--- config.mk ---
export PLATFORM = sky130hd
export DESIGN_NAME = pmp_check_arbiter
export DESIGN_NICKNAME = d
export VERILOG_FILES = /design/src/rtl/config_pkg.sv /design/src/rtl/pmparb_pkg.sv /design/src/rtl/pmparb_prio.sv /design/src/rtl/pmp_check_arbiter.sv
export SDC_FILE = /design/constraint.sdc
export NUM_CORES = 1
export LEC_CHECK = 0
export ABC_AREA = 1
export CAP_MARGIN = 20
export CORE_MARGIN = 2
export CORE_UTILIZATION = 40
export CTS_CLUSTER_DIAMETER = 200
export CTS_CLUSTER_SIZE = 20
export DETAILED_ROUTE_END_ITERATION = 10
export PLACE_DENSITY = 0.95
export RECOVER_POWER = 25
export SETUP_SLACK_MARGIN = 0.15
export SLEW_MARGIN = 10
export SYNTH_ARGS = -nofsm -noshare
export SYNTH_HDL_FRONTEND = slang
export SYNTH_SLANG_ARGS = --single-unit
--- constraint.sdc ---
create_clock -name clk -period 2.2 [get_ports clk]
set_input_delay 0.22 -clock clk [delete_from_list [all_inputs] [get_ports clk]]
set_output_delay 0.22 -clock clk [all_outputs]
set_load 0.005 [all_outputs]
--- src/rtl/config_pkg.sv ---
// Core-wide configuration shared by the memory-system blocks.
package config_pkg;
    localparam int PA_BITS = 34;
endpackage

--- src/rtl/pmparb_pkg.sv ---
// Shared types and helpers for the PMP check arbiter (pmp_check_arbiter and pmparb_prio).
package pmparb_pkg;
    import config_pkg::*;

    localparam int PMPARB_MAX_REQ = 16;
    localparam int PMPARB_ID_W    = 4;

    typedef enum logic [1:0] {
        PMPARB_READ  = 2'b00,
        PMPARB_WRITE = 2'b01,
        PMPARB_EXEC  = 2'b10,
        PMPARB_AMO   = 2'b11
    } pmparb_type_t;

    typedef enum logic [1:0] {
        IDLE  = 2'b00,
        CHECK = 2'b01,
        HOLD  = 2'b10
    } pmparb_state_t;

    typedef struct packed {
        logic                   valid;
        logic [PMPARB_ID_W-1:0] id;
        logic [PA_BITS-1:0]     padr;
        logic [1:0]             size;
        logic [1:0]             priv;
        pmparb_type_t           typ;
    } pmparb_stage_t;

    // Checker strobes as {exec, read, write}; an AMO needs both read and write permission.
    function automatic logic [2:0] pmparb_strobes(input pmparb_type_t t);
        case (t)
            PMPARB_READ:  return 3'b010;
            PMPARB_WRITE: return 3'b001;
            PMPARB_EXEC:  return 3'b100;
            default:      return 3'b011;
        endcase
    endfunction

    function automatic logic [PMPARB_MAX_REQ-1:0] pmparb_lowest(input logic [PMPARB_MAX_REQ-1:0] v);
        return v & (~v + PMPARB_MAX_REQ'(1));
    endfunction
endpackage

--- src/rtl/pmparb_prio.sv ---
// One-hot grant selection for the PMP check arbiter; fixed priority, plus starvation
// counters when PMPARB_STARVE_GUARD_EN is defined.
module pmparb_prio
    import pmparb_pkg::*;
#(
    parameter int N_REQ        = 3,
    parameter int STARVE_LIMIT = 4
) (
`ifdef PMPARB_STARVE_GUARD_EN
    input  logic             clk,
    input  logic             reset,
`endif
    input  logic [N_REQ-1:0] req_valid,
    input  logic             grant_en,
    output logic [N_REQ-1:0] grant
);

    if (STARVE_LIMIT < 1 || N_REQ < 1 || N_REQ > PMPARB_MAX_REQ) begin : g_bad_cfg
        $error("pmparb_prio: unsupported N_REQ/STARVE_LIMIT");
    end

    logic [N_REQ-1:0] sel;

`ifdef PMPARB_STARVE_GUARD_EN
    localparam int CNT_W = $clog2(STARVE_LIMIT + 1);

    logic [CNT_W-1:0] wait_cnt [N_REQ];
    logic [N_REQ-1:0] starved;

    function automatic logic [CNT_W-1:0] sat_inc(input logic [CNT_W-1:0] c);
        return (c >= CNT_W'(STARVE_LIMIT)) ? CNT_W'(STARVE_LIMIT) : c + CNT_W'(1);
    endfunction

    always_comb begin
        starved = '0;
        for (int i = 0; i < N_REQ; i++) begin
            starved[i] = req_valid[i] && (wait_cnt[i] >= CNT_W'(STARVE_LIMIT));
        end
    end

    // Starved requesters preempt base priority; the lowest starved index wins.
    always_comb sel = (|starved) ? starved : req_valid;

    always_ff @(posedge clk) begin
        for (int i = 0; i < N_REQ; i++) begin
            if (reset || !req_valid[i] || grant[i]) begin
                wait_cnt[i] <= '0;
            end else begin
                wait_cnt[i] <= sat_inc(wait_cnt[i]);
            end
        end
    end
`else
    always_comb sel = req_valid;
`endif

    always_comb grant = grant_en ? N_REQ'(pmparb_lowest(PMPARB_MAX_REQ'(sel))) : '0;

endmodule

--- src/rtl/pmp_check_arbiter.sv ---
// Shares one PMP checker between HPTW/LSU/IFU with a 1-cycle check stage and CSR-write freeze.
// Optional starvation guard: define PMPARB_STARVE_GUARD_EN.
module pmp_check_arbiter
    import config_pkg::*;
    import pmparb_pkg::*;
#(
    parameter int N_REQ        = 3,
    parameter int STARVE_LIMIT = 4
) (
    input  logic                     clk,
    input  logic                     reset,
    input  logic [N_REQ-1:0]         ReqValid,
    output logic [N_REQ-1:0]         ReqReady,
    input  logic [N_REQ*PA_BITS-1:0] ReqPAdr,
    input  logic [N_REQ*2-1:0]       ReqSize,
    input  logic [N_REQ*2-1:0]       ReqType,
    input  logic [N_REQ*2-1:0]       ReqPriv,
    output logic [N_REQ-1:0]         RspValid,
    output logic [N_REQ-1:0]         RspFault,
    input  logic                     PmpCsrWrM,
    input  logic                     FlushM,
    output logic [PA_BITS-1:0]       ChkPAdr,
    output logic [1:0]               ChkSize,
    output logic [1:0]               ChkPriv,
    output logic                     ChkExec,
    output logic                     ChkRead,
    output logic                     ChkWrite,
    input  logic                     ChkInstrFault,
    input  logic                     ChkLoadFault,
    input  logic                     ChkStoreFault
);

    pmparb_state_t    state_p1, state_nxt;
    pmparb_stage_t    stage_p1, stage_nxt;
    logic             grant_en;
    logic [N_REQ-1:0] grant;
    logic             fault_sel;
    logic             rsp_fire;

    // Grants freeze during a CSR commit and the following HOLD cycle.
    assign grant_en = !reset && !PmpCsrWrM && (state_p1 != HOLD);

    pmparb_prio #(
        .N_REQ        (N_REQ),
        .STARVE_LIMIT (STARVE_LIMIT)
    ) u_prio (
`ifdef PMPARB_STARVE_GUARD_EN
        .clk       (clk),
        .reset     (reset),
`endif
        .req_valid (ReqValid),
        .grant_en  (grant_en),
        .grant     (grant)
    );

    assign ReqReady = grant;

    always_comb begin
        stage_nxt = '0;
        for (int i = 0; i < N_REQ; i++) begin
            if (grant[i]) begin
                stage_nxt.valid = 1'b1;
                stage_nxt.id    = PMPARB_ID_W'(i);
                stage_nxt.padr  = ReqPAdr[i*PA_BITS +: PA_BITS];
                stage_nxt.size  = ReqSize[2*i +: 2];
                stage_nxt.priv  = ReqPriv[2*i +: 2];
                stage_nxt.typ   = pmparb_type_t'(ReqType[2*i +: 2]);
            end
        end
        if (PmpCsrWrM) begin
            state_nxt = HOLD;
        end else if (stage_nxt.valid) begin
            state_nxt = CHECK;
        end else begin
            state_nxt = IDLE;
        end
    end

    // ---- stage boundary: grant -> check stage (the stage always drains, so flush just lets it empty)
    always_ff @(posedge clk) begin
        if (reset) begin
            state_p1 <= IDLE;
            stage_p1 <= '0;
        end else begin
            state_p1 <= state_nxt;
            stage_p1 <= stage_nxt;
        end
    end

    assign ChkPAdr = stage_p1.padr;
    assign ChkSize = stage_p1.size;
    assign ChkPriv = stage_p1.priv;
    assign {ChkExec, ChkRead, ChkWrite} = stage_p1.valid ? pmparb_strobes(stage_p1.typ) : 3'b000;

    always_comb begin
        case (stage_p1.typ)
            PMPARB_EXEC: fault_sel = ChkInstrFault;
            PMPARB_READ: fault_sel = ChkLoadFault;
            default:     fault_sel = ChkStoreFault;
        endcase
    end

    assign rsp_fire = stage_p1.valid && !FlushM && !reset;

    always_comb begin
        RspValid = '0;
        RspFault = '0;
        for (int i = 0; i < N_REQ; i++) begin
            RspValid[i] = rsp_fire && (stage_p1.id == PMPARB_ID_W'(i));
            RspFault[i] = RspValid[i] && fault_sel;
        end
    end

endmodule

==> results.tsv, run 1 <==
metric	value	unit
CTS tree	done	
Int Pwr	1.40	mW
met1 usage	21.2	%
crit path DAT	1.80	ns
PwrDens	430	mW/mm²
crit path kind	in -> out	
Clock Skew	0.00375	ns
Max Buffers Root-to-Sink	2	
Crit path max-delay family	buffers and inverters	
overall track demand over capacity in global routing	21.3	%
aggregate routed wire length	8.56	mm
Chip Height	88.3	µm
Peak Freq	496	MHz
drc violations	0	
H-tree levels	2	
register area share after synthesis	31.7	%
setup_tns	0	ns
die area	0.00780	mm²
count leader, synth	nand4_1	
Post-synth top cells	nand4_1, dfxtp_1, nand3_1	
Syn Inst Count	326	
DP Area	0.00430	mm²
leading post-synthesis cells by cell area	dfxtp_1, nand4_1, nand3_2, buf_4, nand3_1	
routing usage on met3	6.90	%
Pleak	1.71	nW
Detail Placement HPWL	6.23	mm
largest area contributor in the netlist	dfxtp_1	
die span in x	88.3	µm
initial antenna violation count	1	
Clock power frac	27.3	%
Iter 0 DRT Violations	81	
part of the power in registers	45.5	%
GPL Wtd Cong	0.855	
Synth Warn #	0	
crit-path cells	dlygate4sd3_1, nor2_8, nand2_8, nor3_1, clkdlybuf4s50_1	
worst hold path class	in -> reg	
Logic pwr share	27.2	%
Final Hold Vio Count	0	
Worst Setup Start Kind	input port	
Max-slew headroom	47.1	%
area grow syn2layout	54.9	%
required time of the critical path	1.98	ns
fin crit share	91.6	%
# setup viols final	0	
share of the synthesized area in the top cell type	31.7	%
worst-path fanout max	8	
P_sw	0.492	mW
Ports	180	
first-pass GRT wire length	13.1	mm
syn nets	460	
Main synth FF type	dfxtp_1	
Initial Util	41.6	%
unrepaired setup endpoints after global routing	false	
Final ANT Viol Nets	0	
Largest stage delay, worst path	0.62	ns
Worst-path clk slew	0.08	ns
worst slew pin tran	0.794	ns
Clock Latency Late Sink	0.29	ns
worst path bufs/invs	2	
number of synthesized flops with an enable pin	0	
total number of vias	2863	
ys async rst share	0	%
final-stage net count	581	
pin count of the biggest net entering global routing	81	
sw frac	25.9	%
Sinks on Clock Net	45	
root buf cell	clkbuf_8	
DR pass1 iterations	4	
port buffer count	179	
Final Max Tran Viols	0	
CP max stage cell	dlygate4sd3_1	
status	completed	
Mapped Area	0.00284	mm²
number of CTS-inserted buffers	5	
vias in the first global route	2922	
vias per cell	5.26	
total setup buffers inserted after CTS	0	
share of layout cells above drive strength 1	15.7	%
gr busiest metal	met2	
Overflow after GRT	0	
row count	30	
Core ar.	0.00683	mm²
Final Instance Area	0.00441	mm²
WL per Instance	15.7	µm
VDD IR max	0.195	mV
CTS Hold Bufs	0	
Synth Area per Inst	8.72	µm²
GR met2 Demand/Resource	42.0	%
min Tclk post-route	2.02	ns
crit path capture type	primary output	
post-synth cell types	23	
register bit total from synthesis	45	
Max-Cap Viols	0	
[timing repair]
item	CTS	global route
pin swaps	1	2
gates resized for setup	5	4
setup endpoints to repair	4	2
endpoints found under the hold margin	0	0
[metrics by stage]
stage                     hold WS [ns]  std cells  worst slack (ns)  utilization [%]  total power [mW]
final                            0.315        544             0.184             64.5              1.90
after global routing             0.320        543             0.141             64.5              1.99
after CTS                        0.330        543             0.174             64.3              1.92
after global placement           0.601        536             0.192             62.9              1.39
after detailed placement         0.614        536             0.120             62.9              1.40
after floorplan                  0.291        326              1.03                -              1.11
[worst reg2reg max path, cell delays in order, from the launching register on]
cell and delay [ns]:
dfxtp_1 0.32, inv_1 0.06, nand2_4 0.08, buf_4 0.62, nand4_1 0.20, nand3_1 0.14
[cell usage in the layout (no fill, tap or decap), types with 2 or more instances in the layout]
cell type,n
nand2_4,2
nand2_1,4
dfxtp_1,43
dlymetal6s2s_1,2
clkbuf_8,6
inv_2,2
nand3_1,43
nand4_1,80
dfxtp_2,2
ha_1,3
buf_12,2
inv_1,11
nor3_1,4
nor2_8,2
nand3_2,40
a31oi_1,2
clkdlybuf4s50_1,156
nor2_2,2
buf_4,5
nor2_1,8
dlygate4sd3_1,19
[sequential cells by signal, summed over array words and instances (netlist names)]
register and count:
state_p1 2, ChkPAdr 34, ChkPriv 2, ChkSize 2, stage_p1 5
[power groups by stage]
stage / combinational, mW / clock (mW) / sequential, mW
2_1_floorplan: 0.233 / 0 / 0.879
3_3_place_gp: 0.507 / 0 / 0.882
3_5_place_dp: 0.518 / 0 / 0.883
4_1_cts: 0.522 / 0.535 / 0.864
5_1_grt: 0.552 / 0.571 / 0.866
6_report: 0.515 / 0.518 / 0.863
[cell type report]
class / count / area [µm²]
fillers: 587 / 2430
flip-flops and latches: 45 / 903
inverters: 15 / 65.1
repair buffers: 186 / 1870
clock buffers: 7 / 86.3
diodes: 1 / 2.50
well taps: 96 / 120
multi-input cells: 194 / 1360
[final timing paths]
| path | end | cells past startpoint | slack, ns | from |
|---|---|---|---|---|
| worst max-delay path | ReqReady[1] | 5 | 0.18 | PmpCsrWrM |
| worst min register to register | stage_p1[40] | 3 | 0.62 | state_p1[1] |
| worst min-delay path | state_p1[1] | 2 | 0.32 | reset |
| worst max register to register | ChkPAdr[16] | 5 | 0.72 | state_p1[0] |
[metal layers]
metal	part of all wire, %	routed length (µm)
met2	52	4480
met3	8.7	742
met5	0	0
met1	37	3210
met4	1.4	124
[cell families after synthesis]
| logic type | share of synthesized area, % |
|---|---|
| compound gates | 0.616 |
| flops | 31.7 |
| buf+inv | 21.1 |
| simple gates | 44.9 |
| fa+ha+maj | 1.76 |
Note: power is estimated with default switching activity, not from simulation.
==> inputs of run 2 (changes only) <==
Settings changed: GPL_ROUTABILITY_DRIVEN from default to 0, SLEW_MARGIN 10 to 15.
==> results of run 2 <==
Final layout, timing and power as in run 1 (identical DEF).
==> inputs of run 3 (changes only) <==
Settings changed: PLACE_DENSITY 0.95 to 0.87.
==> run 3 against run 2 <==
Compared with the run above:
- combinational power barely moved
- clock skew is 0.00096 ns higher
- largest power group unchanged
- critical path depth unchanged
- core utilization down 0.15 points
- count of clock-buffer cells in the layout grew 1
- final area shrank 0.23%
- cell count down 0.18%
- critical endpoint is now ReqReady[2]
==> results.tsv, run 3 (synthesized netlist as in run 1, its figures left out) <==
metric	value	unit	change
status	completed		
most frequent cells in the layout	clkdlybuf4s50_1, nand4_1, dfxtp_1, nand3_1, nand3_2		
Max Buffers Root-to-Sink	2		unchanged
Final Hold Vio Count	0		unchanged
Worst-path clk slew	0.08	ns	about the same
Core ar.	0.00683	mm²	unchanged
DR top layer	met4		
first-pass GRT wire length	13.1	mm	unchanged
crit path DAT	1.79	ns	about the same
Max-Cap Viols	0		unchanged
vias in the first global route	2801		-4.1%
port buffer count	179		unchanged
final-stage net count	580		-0.17%
pin count of the biggest net entering global routing	81		unchanged
Final ANT Viol Nets	0		unchanged
Max-slew headroom	48.9	%	+1.8 points
fin crit share	91.3	%	-0.33 points
Worst Setup Start Kind	input port		
Overflow after GRT	0		unchanged
required time of the critical path	1.98	ns	about the same
Initial Util	41.6	%	unchanged
VDD IR max	0.217	mV	+11%
number of CTS-inserted buffers	5		unchanged
hold path startpoint	ReqValid[0]		
metal2 WL	4.41	mm	-1.5%
worst hold path class	in -> reg		
setup_tns	0	ns	unchanged
Clock Skew	0.00471	ns	+0.000964 ns
die area	0.00780	mm²	unchanged
Final Total Pwr	1.87	mW	-1.6%
worst-path fanout max	8		unchanged
Final Max Tran Viols	0		unchanged
final std cells w/o fill	543		-0.18%
WL per Instance	15.7	µm	+0.14%
DR pass1 iterations	4		unchanged
min Tclk post-route	2.01	ns	-0.00729 ns
Ports	180		unchanged
Clock Latency Late Sink	0.29	ns	about the same
total setup buffers inserted after CTS	0		unchanged
PwrDens	425	mW/mm²	-1.3%
commonest non-fill, non-tap cell in the layout	clkdlybuf4s50_1		
layout filler cell count	594		+1.2%
H-tree levels	2		unchanged
total number of vias	2862		-0.035%
Reg2Reg Depth	5		unchanged
row count	30		unchanged
vias per cell	5.27		+0.15%
die span in x	88.3	µm	unchanged
Peak Freq	498	MHz	+0.36%
unrepaired setup endpoints after global routing	false		
Sinks on Clock Net	45		unchanged
hold path cells	3		+1
# setup viols final	0		unchanged
Placed Instances	535		-0.19%
diodes inserted	0		-1
CTS tree	done		
met3 WL	761	µm	+2.6%
R2R Path Start	state_p1[0]		
Chip Height	88.3	µm	unchanged
initial antenna violation count	0		-1
Final Instance Area	0.00440	mm²	-0.23%
Setup crit start	PmpCsrWrM		
DP Area	0.00429	mm²	-0.17%
Detail Placement HPWL	6.05	mm	-2.9%
Iter 0 DRT Violations	137		+69%
share of layout cells above drive strength 1	15.2	%	-0.45 points
number of flip-flops under the largest register name	34		unchanged
crit path capture type	primary output		
root buf cell	clkbuf_8		
drc violations	0		unchanged
aggregate routed wire length	8.55	mm	about the same
overall track demand over capacity in global routing	21.3	%	about the same
Met1 Wirelength	3.18	mm	-0.81%
Pleak	1.71	nW	about the same
worst slew pin tran	0.767	ns	-0.0270 ns
crit path kind	in -> out		
area grow syn2layout	54.6	%	
run 3: stage by stage:
stage,hold slack [ns],setup WS (ns),util [%]
after global routing,0.296,0.0822,64.3
after global placement,0.597,0.191,62.8
after detailed placement,0.596,0.0101,62.8
final,0.290,0.192,64.3
after floorplan,0.291,1.03,-
after CTS,0.287,0.186,64.1
run 3: critical path, cell delays in order:
cell and delay, ns:
dlygate4sd3_1 0.62, nor2_8 0.16, nand2_8 0.09, nor3_1 0.16, clkdlybuf4s50_1 0.53
run 3: where the power goes:
part	internal (mW)	switching (mW)	total, mW	leakage (nW)
Sequential	0.852	0.0114	0.863	0.369
Clock	0.226	0.263	0.489	0.0395
Combinational	0.302	0.212	0.514	1.30
Total	1.38	0.486	1.87	1.71
run 3: area by class of cell:
| cell class | instances | area, µm² | area share, % |
|---|---|---|---|
| inverter | 15 | 65.1 | 1.48 |
| clock buffer | 8 | 80.1 | 1.82 |
| tap | 96 | 120 | 2.73 |
| multi-input combinational | 194 | 1370 | 31.1 |
| sequential | 45 | 903 | 20.6 |
| timing repair buffer | 185 | 1860 | 42.3 |
run 3: worst paths after layout:
check | slack [ns] | to
worst max-delay path | 0.19 | ReqReady[2]
worst min-delay path | 0.29 | stage_p1[44]
worst min register to register | 0.63 | stage_p1[41]
worst max register to register | 0.69 | ChkPAdr[15]
run 3: per-layer routing:
metal	track usage, %	vias to the layer above
met5	0	-
met4	7.99	0
met3	5.60	16
met2	39.3	135
met1	23.3	1321
li1	-	1390
run 3: timing repair:
item | CTS | global route
endpoints found under the hold margin | 0 | 0
resized for setup | 5 | 5
pin swaps | 1 | 0
endpoints found under the setup margin | 6 | 5
hold buffers | 0 | 0
